**src/rtl/regfile_pkg.sv**
```systemverilog
// Shared definitions for the register-file writeback arbiter: default widths,
// FSM state type and requester port indices.
package regfile_pkg;

    localparam int XLEN_DEF   = 32;
    localparam int ADDR_W_DEF = 5;
    localparam int NUM_REGS   = 2 ** ADDR_W_DEF;

    typedef enum logic {
        CLEAR = 1'b0,
        RUN   = 1'b1
    } state_t;

    localparam int PORT_ALU = 0;
    localparam int PORT_LSU = 1;

endpackage

```
**src/rtl/regfile_wb_arbiter_rr_arb2.sv**
```systemverilog
// Two-input round-robin arbiter. Holds the last-grant pointer, which advances
// only when the update strobe marks a completed transfer.
module rr_arb2
    import regfile_pkg::*;
(
    input  logic       clk,
    input  logic       rst,
    input  logic [1:0] valid,
    input  logic       en,
    input  logic       upd,
    output logic [1:0] grant,
    output logic       last
);

    always_comb begin
        grant = 2'b00;
        if (en) begin
            if (valid == 2'b11) begin
                // Tie: the port that did not win most recently goes first.
                grant = last ? 2'b01 : 2'b10;
            end else begin
                grant = valid;
            end
        end
    end

    always_ff @(posedge clk or posedge rst) begin
        if (rst) begin
            last <= 1'b1;
        end else if (upd) begin
            last <= grant[PORT_LSU];
        end
    end

endmodule

```
**src/rtl/regfile_wb_arbiter.sv**
```systemverilog
// Shares the register-file write port between ALU and LSU writeback.
// Define REGFILE_CLEAR_EN to zero x1..x31 after every reset before accepting requests.
module regfile_wb_arbiter
    import regfile_pkg::*;
#(
    parameter int XLEN   = XLEN_DEF,
    parameter int ADDR_W = ADDR_W_DEF
) (
    input  logic              clk,
    input  logic              rst,
    input  logic              alu_valid_i,
    input  logic [ADDR_W-1:0] alu_rd_i,
    input  logic [XLEN-1:0]   alu_data_i,
    output logic              alu_ready_o,
    input  logic              lsu_valid_i,
    input  logic [ADDR_W-1:0] lsu_rd_i,
    input  logic [XLEN-1:0]   lsu_data_i,
    output logic              lsu_ready_o,
    output logic              wr_en_o,
    output logic [ADDR_W-1:0] rd_addr_o,
    output logic [XLEN-1:0]   data_o,
    output logic              busy_o
);

    state_t            state_q, state_d;
    logic              run;
    logic              clr_done;
    logic [1:0]        grant;
    logic              last;
    logic              xfer;
    logic [ADDR_W-1:0] sel_rd;
    logic [XLEN-1:0]   sel_data;

`ifdef REGFILE_CLEAR_EN
    localparam state_t RST_STATE = CLEAR;
    logic [ADDR_W-1:0] clr_cnt;

    assign clr_done = (clr_cnt == {ADDR_W{1'b1}});

    always_ff @(posedge clk or posedge rst) begin
        if (rst) begin
            clr_cnt <= ADDR_W'(1);
        end else if (state_q == CLEAR) begin
            clr_cnt <= clr_cnt + ADDR_W'(1);
        end
    end
`else
    localparam state_t RST_STATE = RUN;
    assign clr_done = 1'b1;
`endif

    always_ff @(posedge clk or posedge rst) begin
        if (rst) begin
            state_q <= RST_STATE;
        end else begin
            state_q <= state_d;
        end
    end

    always_comb begin
        state_d = state_q;
        if (state_q == CLEAR && clr_done) begin
            state_d = RUN;
        end
    end

    always_comb begin
        run = (state_q == RUN);
`ifdef REGFILE_CLEAR_EN
        busy_o = (state_q == CLEAR);
`else
        busy_o = 1'b0;
`endif
    end

    rr_arb2 u_arb (
        .clk   (clk),
        .rst   (rst),
        .valid ({lsu_valid_i, alu_valid_i}),
        .en    (run),
        .upd   (xfer),
        .grant (grant),
        .last  (last)
    );

    // ready equals grant, so a grant is always a completed transfer.
    assign alu_ready_o = grant[PORT_ALU];
    assign lsu_ready_o = grant[PORT_LSU];
    assign xfer        = |grant;
    assign sel_rd      = grant[PORT_LSU] ? lsu_rd_i   : alu_rd_i;
    assign sel_data    = grant[PORT_LSU] ? lsu_data_i : alu_data_i;

    always_ff @(posedge clk or posedge rst) begin
        if (rst) begin
            wr_en_o   <= 1'b0;
            rd_addr_o <= '0;
            data_o    <= '0;
        end else begin
            wr_en_o <= 1'b0;
`ifdef REGFILE_CLEAR_EN
            if (state_q == CLEAR) begin
                wr_en_o   <= 1'b1;
                rd_addr_o <= clr_cnt;
                data_o    <= '0;
            end else
`endif
            // x0 writes are acknowledged but leave the port idle.
            if (xfer && sel_rd != '0) begin
                wr_en_o   <= 1'b1;
                rd_addr_o <= sel_rd;
                data_o    <= sel_data;
            end
        end
    end

endmodule

```
**config.mk**
```make
export PLATFORM = sky130hd
export DESIGN_NAME = regfile_wb_arbiter
export DESIGN_NICKNAME = d
export VERILOG_FILES = /design/src/rtl/regfile_pkg.sv /design/src/rtl/regfile_wb_arbiter_rr_arb2.sv /design/src/rtl/regfile_wb_arbiter.sv
export SDC_FILE = /design/constraint.sdc
export NUM_CORES = 1
export LEC_CHECK = 0
export CORE_UTILIZATION = 35
export DETAILED_ROUTE_END_ITERATION = 7
export GPL_ROUTABILITY_DRIVEN = 0
export GPL_TIMING_DRIVEN = 0
export PLACE_DENSITY = 0.73
export SKIP_LAST_GASP = 1
export SLEW_MARGIN = 20
export SYNTH_ARGS = -nofsm -noshare
export SYNTH_HDL_FRONTEND = slang
export SYNTH_HIERARCHICAL = 1
export SYNTH_SLANG_ARGS = --single-unit
```
**constraint.sdc**
```tcl
create_clock -name clk -period 3.35 [get_ports clk]
set_input_delay 0.67 -clock clk [delete_from_list [all_inputs] [get_ports clk]]
set_output_delay 0.67 -clock clk [all_outputs]
set_load 0.02 [all_outputs]
```
==> flow_summary.ini, run 1 <==
[run_status]
status = complete, no violations

[layout]
areaGrowthSynthToFinish_pct = 66.6
fillers = 476
multiInputGateArea_um2 = 1020
diodes = 0
drive_gt1_share_pct = 32.0
regArea_um2 = 977
finish.instance_area_um2 = 3450
final_nets = 346
finalNonFillerCells = 341

[synthesis]
synth_area_leader_cell = dfrtp_1
synthesis.area_um2 = 2070
synth.area.top_cells = dfrtp_1 46%, mux2_2 23%, mux2_4 20%
synth_flop_cell = dfrtp_1
synth_cell_types = 23
yosys_warnings = 6
ys_top_cells_by_count = 42 x mux2_2, 38 x dfrtp_1, 28 x mux2_4, 5 x inv_1, 4 x nand2_1
synthArstFlopShare_pct = 100
ys_ff_latch = 39
synth_cells = 141
syn_avg_cell_area_um2 = 14.7
synth_edf_count = 0
synth_top_area_share_pct = 46.0
yosysMostFrequentCell = mux2_2
yosysSeqAreaShare_pct = 47.2

[floorplanning]
start_util_pct = 36.9
die_y_um = 78.9
ios = 119
dieArea_um2 = 6220
die_x_um = 78.9
core_area_um2 = 5610
rows = 27

[worst_hold_path]
whs_endpoint = data_o[16]$_DFFE_PP0P_
min_path_cells = 1
hold_class = flip-flop to flip-flop
hp-start = data_o[16]$_DFFE_PP0P_

[routing]
num_vias = 1584
first_pass_iters = 2
wl_per_cell_um = 14.4
ant_nets = 0
drt_first_iter_violations = 40
wirelength_um = 4910
vias_per_cell = 4.65
drc = 0

[global_route]
track_usage_pct = 16.8
grt_pass1_wl_um = 8110
grt_max_degree = 21
antenna_found_initial = 0
grt_pass1_vias = 1702
gr-total-overflow = 0

[worst_setup_path]
worstPathMaxFanout = 10
r2r-end = data_o[10]$_DFFE_PP0P_
start_kind = primary input
r2r_slack_ns = 0.90
reg2regPathDepth = 6
crit_arrival_ns = 3.09
endpoint_kind = flip-flop
reg2reg_from = u_arb/last$_DFFE_PP1P_
required_ns = 3.52
critPathKind = primary input to flip-flop

[timing]
slew_viol_final = 0
fmax_mhz = 343
fin_setup_tns_ns = 0
worst_pin_slew_ns = 0.674
hold_violations = 0
skew_ns = 0.00427
max-slew-margin-rel_pct = 55.1
rsz0062_at_grt = false
fin_crit_sh_pct = 87.0
finalSetupViolations = 0
post-route-min-period_ns = 2.91

[clocking]
cts.sinks = 39
cts_buffer_depth = 2
cts_tree = yes
cts_root_buf = clkbuf_8
cts-buffers-inserted = 5
cts_resized = 0
cts.clk_slew.worst_paths_ns = 0.08
cts.htree.levels = 2
hold_buffers = 0
clk_latency_ns = 0.28
cts_setup_buffers = 0

[power_and_ir_drop]
ir_drop_mv = 0.268
finalPower_uw = 1660
p_per_area_nw_per_um2 = 482
p_leak_uw = 0.00145

[placement]
io_buffers = 117
post-dp-hpwl_um = 3720
place_inst = 333
place_area_um2 = 3360

[job]
maxCapViolCount = 0
## cell families after synthesis
| logic type | count (synthesis) | synth area share, % |
|---|---|---|
| flops | 39 | 47.2 |
| other cells | 2 | 0.363 |
| compound gates | 7 | 2.66 |
| simple gates | 9 | 2.42 |
| mux | 71 | 43.7 |
| buf+inv | 13 | 3.63 |
## state kept, by name, summed over array words and instances (netlist names)
name and flops:
data_o 32, rd_addr_o 5, wr_en_o 1, u_arb/last 1
## worst max path at each step
stage	slack [ns]	startpoint	to	cells after the start
floorplan	0.89	alu_valid_i	data_o[15]$_DFFE_PP0P_	6
global placement	0.11	alu_valid_i	data_o[27]$_DFFE_PP0P_	7
detailed placement	0.09	alu_valid_i	data_o[25]$_DFFE_PP0P_	7
CTS	0.36	alu_valid_i	data_o[25]$_DFFE_PP0P_	7
global route	0.26	alu_valid_i	data_o[10]$_DFFE_PP0P_	7
finish	0.44	alu_valid_i	data_o[10]$_DFFE_PP0P_	7
## cell usage in the layout (no fill, tap or decap), types with 2 or more instances in the layout
master	synthesis	layout
conb_1	2	4
mux2_4	28	28
clkdlybuf4s50_1	0	117
clkbuf_1	3	5
mux2_2	42	42
dfrtp_1	38	38
buf_6	3	3
inv_1	5	4
clkbuf_8	0	5
o21ai_0	2	2
nand2_1	4	4
## through the flow
| step | hold slack (ns) | util [%] | worst slack (ns) |
|---|---|---|---|
| after global placement | 0.489 | 59.5 | 0.106 |
| after global routing | 0.522 | 61.4 | 0.259 |
| after detailed placement | 0.492 | 60.0 | 0.0905 |
| after CTS | 0.511 | 61.4 | 0.356 |
| final | 0.509 | 61.4 | 0.436 |
| after floorplan | 0.560 | - | 0.895 |
## report_power, final
part	switching [uW]	total (uW)	internal (uW)
registers	56.9	635	578
clock network	158	304	146
logic	286	722	436
total	501	1660	1160
## per-layer routing
layer	vias up	global-route usage, %	wire length (um)
met4	0	3.82	10
met2	71	29.0	2410
li1	753	-	-
met1	758	20.1	2010
met3	2	6.09	474
met5	-	0	0
## worst max-delay path, cell delays in order
cell and delay [ns]:
clkdlybuf4s50_1 0.42, nand2_1 0.09, and3_2 0.25, buf_1 0.48, clkbuf_1 0.50, mux2_2 0.41, mux2_4 0.26
## area by class of cell
cell class              count  area share (%)
inverters                   5           0.545
well taps                  72            2.61
multi-input cells          91            29.7
flip-flops and latches     39            28.4
clock inverters             1           0.145
repair buffers            118            34.8
plain buffers               8            1.63
clock buffers               7            2.21
(Power assumes the default switching activity.)
==> inputs of run 2 (changes only) <==
clock period = 3.4 ns   (was 3.35 ns; I/O delays follow)
==> results of run 2 <==
The final DEF is identical to that of run 1. Status: complete, no violations.
Among the figures that moved: setup slack after placement 0.0905 ns -> 0.131 ns; setup slack after layout 0.436 ns -> 0.476 ns; register-to-register setup slack 0.90 ns -> 0.95 ns; total power 1660 uW -> 1640 uW; worst IR drop on VDD 0.268 mV -> 0.264 mV
==> inputs of run 3 (changes only) <==
CORE_MARGIN = 2   (was not set)
==> flow_summary.ini, run 3 (synthesis results as in run 1) <==
[power_and_ir_drop]
pwr-share-clk_pct = 20.4
pwr-share-comb_pct = 42.4
power.switching_uw = 492
p_leak_uw = 0.00145
seqPwrFrac_pct = 37.2
internal_power_uw = 1180
p_per_area_nw_per_um2 = 484
ir_drop_mv = 0.206
sw_frac_of_total_pct = 29.4
finalPower_uw = 1680

[clocking]
cts_buffer_depth = 2
cts_tree = yes
cts.htree.levels = 2
cts_setup_buffers = 0
cts_root_buf = clkbuf_8
hold_buffers = 0
cts.clk_slew.worst_paths_ns = 0.07
clk_latency_ns = 0.29
cts.sinks = 39
cts_resized = 0
cts-buffers-inserted = 5

[worst_setup_path]
worstPathMaxFanout = 10
start_kind = primary input
reg2regPathDepth = 6
required_ns = 3.57
r2r-end = rd_addr_o[3]$_DFFE_PP0P_
reg2reg_from = u_arb/last$_DFFE_PP1P_
endpoint_kind = flip-flop
critPathKind = primary input to flip-flop
crit_arrival_ns = 3.09
r2r_slack_ns = 0.95

[global_route]
grt_max_degree = 21
grt_pass1_wl_um = 7730
track_usage_pct = 15.4
gr-total-overflow = 0
grt_pass1_vias = 1672
antenna_found_initial = 0

[placement]
io_buffers = 117
place_inst = 333
post-dp-hpwl_um = 3870
place_area_um2 = 3360

[routing]
wirelength_um = 5010
wl_per_cell_um = 14.7
ant_nets = 0
vias_per_cell = 4.64
drc = 0
num_vias = 1583
drt_first_iter_violations = 32
first_pass_iters = 3

[layout]
diodes = 0
final_cell_mix = 117 x clkdlybuf4s50_1, 42 x mux2_2, 38 x dfrtp_1
final_common_cell = clkdlybuf4s50_1
areaGrowthSynthToFinish_pct = 67.5
finish.instance_area_um2 = 3460
finalNonFillerCells = 341
drive_gt1_share_pct = 32.3
top_register = data_o
final_nets = 346
top_regs = data_o x32, rd_addr_o x5
final_util_pct = 61.8
largest_reg_flops = 32

[floorplanning]
ios = 119
die_y_um = 80.9
die_x_um = 80.9
core_area_um2 = 5610
rows = 27
dieArea_um2 = 6540
start_util_pct = 36.9

[timing]
slew_viol_final = 0
skew_ns = 0.00286
fmax_mhz = 343
rsz0062_at_grt = false
max-slew-margin-rel_pct = 57.5
finalSetupViolations = 0
fin_crit_sh_pct = 85.6
hold_violations = 0
post-route-min-period_ns = 2.91
fin_setup_tns_ns = 0
worst_pin_slew_ns = 0.638

[run_status]
status = complete, no violations

[worst_hold_path]
min_path_cells = 1
whs_endpoint = data_o[0]$_DFFE_PP0P_
hp-start = data_o[0]$_DFFE_PP0P_
hold_class = flip-flop to flip-flop

[job]
maxCapViolCount = 0
[run 3: how the worst max path moves through the flow]
stage                      from                  endpoint  slack, ns  depth (start not counted)
floorplan           alu_valid_i    data_o[15]$_DFFE_PP0P_       0.93                          6
global placement    alu_valid_i    data_o[29]$_DFFE_PP0P_       0.18                          7
detailed placement  alu_valid_i  rd_addr_o[3]$_DFFE_PP0P_       0.11                          7
CTS                 alu_valid_i  rd_addr_o[3]$_DFFE_PP0P_       0.44                          7
global route        alu_valid_i    data_o[12]$_DFFE_PP0P_       0.34                          7
finish              alu_valid_i  rd_addr_o[3]$_DFFE_PP0P_       0.49                          7
[run 3: critical path, stage by stage]
cell and delay (ns):
clkdlybuf4s50_1 0.42, nand2_1 0.09, and3_2 0.25, buf_1 0.47
clkbuf_1 0.51, mux2_2 0.41, mux2_4 0.26
[run 3: final cells by class]
type                            count  area (um2)
Fill cell                         493        2140
Timing Repair Buffer              118        1200
Multi-Input combinational cell     91        1020
Sequential cell                    39         977
Clock buffer                        8         100
Tap cell                           72        90.1
Buffer                              8        56.3
Inverter                            5        18.8
[run 3: metal layers]
| metal | vias up | global-route usage [%] | routed length [um] |
|---|---|---|---|
| li1 | 751 | - | - |
| met1 | 750 | 17.5 | 2030 |
| met2 | 77 | 27.5 | 2440 |
| met3 | 5 | 5.33 | 497 |
| met4 | 0 | 4.07 | 40 |
| met5 | - | 0 | 0 |
[run 3: per-stage QoR]
stage               hold WS [ns]  setup WS [ns]
finish                     0.505          0.488
global placement           0.489          0.178
floorplan                  0.570          0.935
global route               0.522          0.341
CTS                        0.512          0.438
detailed placement         0.492          0.108
[run 3: power by group through the flow]
| stage | logic, uW | registers [uW] | clock network (uW) |
|---|---|---|---|
| after global placement | 709 | 628 | 0 |
| final | 711 | 624 | 342 |
| after global routing | 753 | 638 | 371 |
| after detailed placement | 720 | 631 | 0 |
| after CTS | 722 | 625 | 354 |
| after floorplan | 242 | 759 | 0 |
